[src/rtl/det_arb.sv]
// det_arb: two-requester round-robin arbiter that serialises the granted byte
// MSB-first into a shared external "11" sequence detector, drains it with
// FLUSH_BITS zero bits, counts detector hits and returns them as a response.
//
// Ports:
//   clk        rising-edge clock
//   rst_n      asynchronous active-low reset (shared with the detector)
//   req[1:0]   per-requester level request, held with its data until gnt
//   data0/1    requester bytes
//   gnt[1:0]   one-cycle acceptance pulse, issued in IDLE in the request cycle
//   det_in     serial bit to the detector (registered)
//   det_out    detector hit indication
//   rsp_valid  response available, held until rsp_ready
//   rsp_ready  response consumer ready
//   rsp_id     requester index of the response
//   rsp_hits   hit count for the byte (saturates at 7)
//   busy       high whenever the block is not in IDLE
module det_arb #(
    parameter int unsigned FLUSH_BITS = 2
) (
    input  logic       clk,
    input  logic       rst_n,
    input  logic [1:0] req,
    input  logic [7:0] data0,
    input  logic [7:0] data1,
    output logic [1:0] gnt,
    output logic       det_in,
    input  logic       det_out,
    output logic       rsp_valid,
    input  logic       rsp_ready,
    output logic       rsp_id,
    output logic [2:0] rsp_hits,
    output logic       busy
);

    localparam int unsigned BYTE_W = 8;
    localparam int unsigned HIT_W  = 3;
    localparam int unsigned CNT_W  = (FLUSH_BITS > BYTE_W) ? $clog2(FLUSH_BITS) : $clog2(BYTE_W);

    localparam logic [CNT_W-1:0] SEND_LAST  = CNT_W'(BYTE_W - 1);
    localparam logic [CNT_W-1:0] FLUSH_LAST = CNT_W'(FLUSH_BITS - 1);
    localparam logic [HIT_W-1:0] HIT_MAX    = '1;

    // A single flush bit cannot both expose a trailing hit and return the detector to idle.
    generate
        if (FLUSH_BITS < 2) begin : g_bad_flush
            $error("det_arb: FLUSH_BITS must be at least 2");
        end
    endgenerate

    typedef enum logic [1:0] {
        ST_IDLE  = 2'd0,
        ST_SEND  = 2'd1,
        ST_FLUSH = 2'd2,
        ST_RESP  = 2'd3
    } state_t;

    state_t             r_state;
    state_t             w_state_nxt;
    logic [BYTE_W-1:0]  r_shift;
    logic [BYTE_W-1:0]  w_shift_nxt;
    logic [CNT_W-1:0]   r_cnt;
    logic [CNT_W-1:0]   w_cnt_nxt;
    logic [HIT_W-1:0]   r_hits;
    logic [HIT_W-1:0]   w_hits_nxt;
    logic               r_last;
    logic               w_last_nxt;
    logic               r_id;
    logic               w_id_nxt;
    logic               r_det_in;
    logic               r_rsp_valid;
    logic               r_busy;
    logic               w_grant_any;
    logic               w_pref;
    logic               w_grant_id;
    logic [1:0]         w_gnt;
    logic               w_count_hit;

    // Round-robin pick: the requester not granted last has priority.
    always_comb begin
        w_grant_any = |req;
        w_pref      = ~r_last;
        w_grant_id  = req[w_pref] ? w_pref : ~w_pref;
    end

    // State register.
    always_ff @(posedge clk or negedge rst_n) begin
        if (!rst_n) begin
            r_state <= ST_IDLE;
        end else begin
            r_state <= w_state_nxt;
        end
    end

    // Next-state logic.
    always_comb begin
        w_state_nxt = r_state;
        case (r_state)
            ST_IDLE: begin
                if (w_grant_any) begin
                    w_state_nxt = ST_SEND;
                end
            end
            ST_SEND: begin
                if (r_cnt == SEND_LAST) begin
                    w_state_nxt = ST_FLUSH;
                end
            end
            ST_FLUSH: begin
                if (r_cnt == FLUSH_LAST) begin
                    w_state_nxt = ST_RESP;
                end
            end
            ST_RESP: begin
                if (rsp_ready) begin
                    w_state_nxt = ST_IDLE;
                end
            end
            default: begin
                w_state_nxt = ST_IDLE;
            end
        endcase
    end

    // Output and datapath next values.
    always_comb begin
        w_gnt       = 2'b00;
        w_shift_nxt = r_shift;
        w_cnt_nxt   = r_cnt;
        w_hits_nxt  = r_hits;
        w_last_nxt  = r_last;
        w_id_nxt    = r_id;
        w_count_hit = det_out && (r_hits != HIT_MAX);
        case (r_state)
            ST_IDLE: begin
                if (w_grant_any) begin
                    w_gnt       = w_grant_id ? 2'b10 : 2'b01;
                    w_shift_nxt = w_grant_id ? data1 : data0;
                    w_cnt_nxt   = '0;
                    w_hits_nxt  = '0;
                    w_last_nxt  = w_grant_id;
                    w_id_nxt    = w_grant_id;
                end
            end
            ST_SEND: begin
                w_shift_nxt = {r_shift[BYTE_W-2:0], 1'b0};
                w_cnt_nxt   = (r_cnt == SEND_LAST) ? '0 : r_cnt + CNT_W'(1);
                if (w_count_hit) begin
                    w_hits_nxt = r_hits + HIT_W'(1);
                end
            end
            ST_FLUSH: begin
                w_cnt_nxt = (r_cnt == FLUSH_LAST) ? '0 : r_cnt + CNT_W'(1);
                if (w_count_hit) begin
                    w_hits_nxt = r_hits + HIT_W'(1);
                end
            end
            default: begin
            end
        endcase
    end

    // Datapath and registered outputs; det_in/rsp_valid/busy are precomputed
    // from the next state so they line up with the state they describe.
    always_ff @(posedge clk or negedge rst_n) begin
        if (!rst_n) begin
            r_shift     <= '0;
            r_cnt       <= '0;
            r_hits      <= '0;
            r_last      <= 1'b1;
            r_id        <= 1'b0;
            r_det_in    <= 1'b0;
            r_rsp_valid <= 1'b0;
            r_busy      <= 1'b0;
        end else begin
            r_shift     <= w_shift_nxt;
            r_cnt       <= w_cnt_nxt;
            r_hits      <= w_hits_nxt;
            r_last      <= w_last_nxt;
            r_id        <= w_id_nxt;
            r_det_in    <= (w_state_nxt == ST_SEND) && w_shift_nxt[BYTE_W-1];
            r_rsp_valid <= (w_state_nxt == ST_RESP);
            r_busy      <= (w_state_nxt != ST_IDLE);
        end
    end

    assign gnt       = w_gnt;
    assign det_in    = r_det_in;
    assign rsp_valid = r_rsp_valid;
    assign rsp_id    = r_id;
    assign rsp_hits  = r_hits;
    assign busy      = r_busy;

endmodule

[config.mk]
export PLATFORM = sky130hd
export DESIGN_NAME = det_arb
export DESIGN_NICKNAME = d
export VERILOG_FILES = /design/src/rtl/det_arb.sv
export SDC_FILE = /design/constraint.sdc
export NUM_CORES = 1
export LEC_CHECK = 0
export ABC_AREA = 1
export CAP_MARGIN = 15
export CORE_MARGIN = 1
export CORE_UTILIZATION = 44
export DETAILED_ROUTE_END_ITERATION = 12
export PLACE_DENSITY_LB_ADDON = 0.15
export SLEW_MARGIN = 25
export SYNTH_ARGS = -nofsm -noshare
export SYNTH_HDL_FRONTEND = slang
export SYNTH_SLANG_ARGS = --single-unit
[constraint.sdc]
create_clock -name clk -period 1.6 [get_ports clk]
set_input_delay 0.4 -clock clk [delete_from_list [all_inputs] [get_ports clk]]
set_output_delay 0.4 -clock clk [all_outputs]
set_load 0.1 [all_outputs]
==> impl_metrics.env <==
export IMPL_crit_path_start_kind="flop"
export IMPL_crit_path_top_delay_cell="sky130_fd_sc_hd__dfrtp_1"
export IMPL_min_period_over_period_pct=110
export IMPL_postSynthCellCount=163
export IMPL_worstSetupPathType="flop to output pin"
export IMPL_floorplan_rows=18
export IMPL_slowest_delay_ns=0.42
export IMPL_seq_area_frac_synth_pct=42.5
export IMPL_fmaxAchievable_mhz=569
export IMPL_synth_area_leader_cell="sky130_fd_sc_hd__dfrtp_1"
export IMPL_finalMaxSlewViolations=0
export IMPL_first_global_vias=1166
export IMPL_fp_dieW_microns=55.1
export IMPL_cts_inserted_buffers=3
export IMPL_clock_insertion_delay_worst_skew_ns=0.30
export IMPL_fp_dieH_microns=55.1
export IMPL_arrival_ns=1.36
export IMPL_slew_limit_headroom_pct=79.5
export IMPL_final_cell_area_sq_mm=0.00185
export IMPL_dp_hpwl_mm=2.31
export IMPL_cts_max_path_buffers=2
export IMPL_critPathBufInv=3
export IMPL_area_of_combinational_cells_with_multiple_inputs_sq_um=658
export IMPL_dr_first_iter_drc_count=28
export IMPL_grt_ovfl_total=0
export IMPL_routed_met1_length_mm=1.36
export IMPL_number_of_sinks_on_the_clock_net=21
export IMPL_min_period_ns=1.76
export IMPL_cp_cell_sequence="inv_2 -> ha_4 -> inv_4 -> nor2_4 -> buf_12"
export IMPL_area_delta_synth_final_pct=49.3
export IMPL_design_final_nets=242
export IMPL_initial_utilization_pct=48.3
export IMPL_wl_met2_mm=1.49
export IMPL_route_final_wire_length_mm=3.04
export IMPL_sequential_cell_area_sq_um=533
export IMPL_report_final_setup_viol=2
export IMPL_worst_ir_drop_vdd_mv=1.76
export IMPL_wire_length_of_the_first_global_routing_pass_mm=4.82
export IMPL_core_sq_mm=0.00257
export IMPL_num_fill_cells=217
export IMPL_amount_of_wire_on_met3_after_detailed_routing_microns=152
export IMPL_total_track_usage_pct=22.3
export IMPL_place_congestion=0.825
export IMPL_fin_skew_ns=0.00355
export IMPL_grt_start_max_net_pins=22
export IMPL_worstSetupEndpointType="output pin"
export IMPL_ports=31
export IMPL_clkTransAtPathRegs_ns=0.12
export IMPL_vias_per_cell=5.24
export IMPL_top_layer_used="met4"
export IMPL_netlist_cell_type_count=19
export IMPL_synth_fp_nets=194
export IMPL_cp_top_family="flip-flops"
export IMPL_place_inst=231
export IMPL_mappedNetlistArea_sq_mm=0.00124
export IMPL_die_area_sq_mm=0.00303
export IMPL_cap_violations=0
export IMPL_drc_violation_count_after_routing=0
export IMPL_yosysWarningCount=0
export IMPL_layout_setup_ws_ns=-0.158
export IMPL_synth_avg_cell_area_sq_um=7.61
export IMPL_routed_length_per_instance_microns=12.7
export IMPL_antenna_found_initial=0
export IMPL_synth_area_leaders="sky130_fd_sc_hd__dfrtp_1 (40%), sky130_fd_sc_hd__nand2_1 (17%), sky130_fd_sc_hd__ha_1 (9.1%), sky130_fd_sc_hd__nand3_1 (8.9%), sky130_fd_sc_hd__inv_1 (4.8%)"
export IMPL_first_pass_iters=4
export IMPL_port_buffers=30
export IMPL_tritoncts="done"
export IMPL_route_antenna_remaining_nets=0
export IMPL_hold_viol=0
export IMPL_worstHoldPathType="primary input to asynchronous set/reset pin"
export IMPL_detailedPlace_worstSlack_ns=-0.286
export IMPL_unrepaired_setup_endpoints_after_global_routing="true"
export IMPL_drive_gt1_share_pct=24.3
export IMPL_timing_worst_slew_pin_value_ns=0.307
export IMPL_outcome="finished with violations"
export IMPL_dr_total_vias=1257
export IMPL_synth_top_cell_area_share_pct=40.4
export IMPL_worstPathRequired_ns=1.20
export IMPL_n_antenna_cell=0
export IMPL_worst_path_max_fanout=6
export IMPL_cts_htree_levels=1
export IMPL_clock_tree_root_cell="sky130_fd_sc_hd__clkbuf_4"
export IMPL_p_leak_nw=0.944
export IMPL_placed_cell_area_sq_mm=0.00176
export IMPL_violations_in_the_final_reports="setup timing"
export IMPL_layout_cells_non_filler=240
export IMPL_power_density_mw_per_mm2=2030
export IMPL_yosys_register_bits=21
Yosys cell counts:
cell type                 instances
sky130_fd_sc_hd__a21oi_1          2
sky130_fd_sc_hd__a21oi_4          1
sky130_fd_sc_hd__buf_2            1
sky130_fd_sc_hd__buf_4            2
sky130_fd_sc_hd__buf_6            1
sky130_fd_sc_hd__dfrtp_1         20
sky130_fd_sc_hd__dfstp_2          1
sky130_fd_sc_hd__ha_1             9
sky130_fd_sc_hd__inv_1           16
sky130_fd_sc_hd__inv_2            3
sky130_fd_sc_hd__nand2_1         57
sky130_fd_sc_hd__nand2_2          2
sky130_fd_sc_hd__nand3_1         22
sky130_fd_sc_hd__nand4_1          8
sky130_fd_sc_hd__nor2_1           8
sky130_fd_sc_hd__o21ai_0          2
sky130_fd_sc_hd__o21ai_1          6
sky130_fd_sc_hd__o21ai_2          1
sky130_fd_sc_hd__o22ai_1          1
routing by layer:
metal | track usage, % | vias to the layer above
li1 | - | 627
met1 | 26.6 | 584
met2 | 38.0 | 40
met3 | 5.74 | 6
met4 | 8.75 | 0
met5 | 0 | -
report_power, final:
part	total, mW	leakage (nW)	switching, mW	internal [mW]
Combinational	2.55	0.668	1.58	0.971
Clock	0.259	0.0150	0.162	0.0972
Sequential	0.948	0.261	0.170	0.779
logic make-up after synthesis:
kind of cell               after synthesis  share of synthesized area [%]
and+or+nand+nor                         97                           33.6
buffers and inverters                   23                           8.27
DFF                                     21                           42.5
AOI/OAI and AO/OA                       13                           6.56
adders and majority gates                9                           9.08
cells in the final DEF, fill, tap and decap left out, types with 2 or more instances in the layout:
cell / synthesis / routed
sky130_fd_sc_hd__dlygate4sd2_1: 0 / 2
sky130_fd_sc_hd__o21ai_2: 1 / 2
sky130_fd_sc_hd__nand3_1: 22 / 22
sky130_fd_sc_hd__nand2_4: 0 / 2
sky130_fd_sc_hd__o21ai_1: 6 / 6
sky130_fd_sc_hd__nand2_2: 2 / 4
sky130_fd_sc_hd__clkdlybuf4s50_1: 0 / 19
sky130_fd_sc_hd__nand4_1: 8 / 8
sky130_fd_sc_hd__inv_1: 16 / 13
sky130_fd_sc_hd__buf_4: 2 / 16
sky130_fd_sc_hd__inv_2: 3 / 4
sky130_fd_sc_hd__buf_12: 0 / 9
sky130_fd_sc_hd__nand2_1: 57 / 53
sky130_fd_sc_hd__dfrtp_2: 0 / 2
sky130_fd_sc_hd__nor2_1: 8 / 7
sky130_fd_sc_hd__ha_1: 9 / 8
sky130_fd_sc_hd__dfrtp_1: 20 / 17
sky130_fd_sc_hd__clkbuf_4: 0 / 3
cell type report:
type / instances / share of cell area [%]
clock buffer: 4 / 1.42
inverter: 19 / 4.19
multi-input combinational: 119 / 35.5
sequential: 21 / 28.8
tap: 30 / 2.03
timing repair buffer: 47 / 28.0
sequential cells by signal (all words and copies together), names as in the netlist:
name and cells:
det_in 1, busy 1, rsp_valid 1, r_shift 8
rsp_hits 3, r_cnt 3, rsp_id 1, r_state 2
r_last 1
worst paths after layout:
kind | startpoint | endpoint | slack (ns) | cells past startpoint
max | r_state[0] | gnt[0] | -0.16 | 5
min | rst_n | r_shift[2] | 0.43 | 2
max reg2reg | r_state[1] | r_shift[7] | 0.11 | 8
min reg2reg | r_shift[5] | r_shift[5] | 0.49 | 2
max in group asynchronous | rst_n | r_last | 0.90 | 2
min in group clk | r_shift[5] | r_shift[5] | 0.49 | 2
repair_timing:
item / in CTS / in global routing
hold buffers: 0 / 0
buffers inserted: 4 / 1
pin swaps: 2 / 4
resized for setup: 4 / 8
setup endpoints to repair: 2 / 14
metrics by stage:
| stage | hold WS (ns) | setup TNS, ns | util, % | power [mW] |
|---|---|---|---|---|
| 3_3_place_gp | 0.465 | -2.78 | 68.7 | 3.29 |
| 4_1_cts | 0.429 | -0.338 | 70.9 | 3.68 |
| 5_1_grt | 0.445 | -0.467 | 72.1 | 4.02 |
| 2_1_floorplan | 0.104 | -0.242 | - | 2.56 |
| 6_report | 0.426 | -0.314 | 72.1 | 3.75 |
| 3_5_place_dp | 0.468 | -3.96 | 68.7 | 3.36 |
Power figures use the tool's default switching activity.
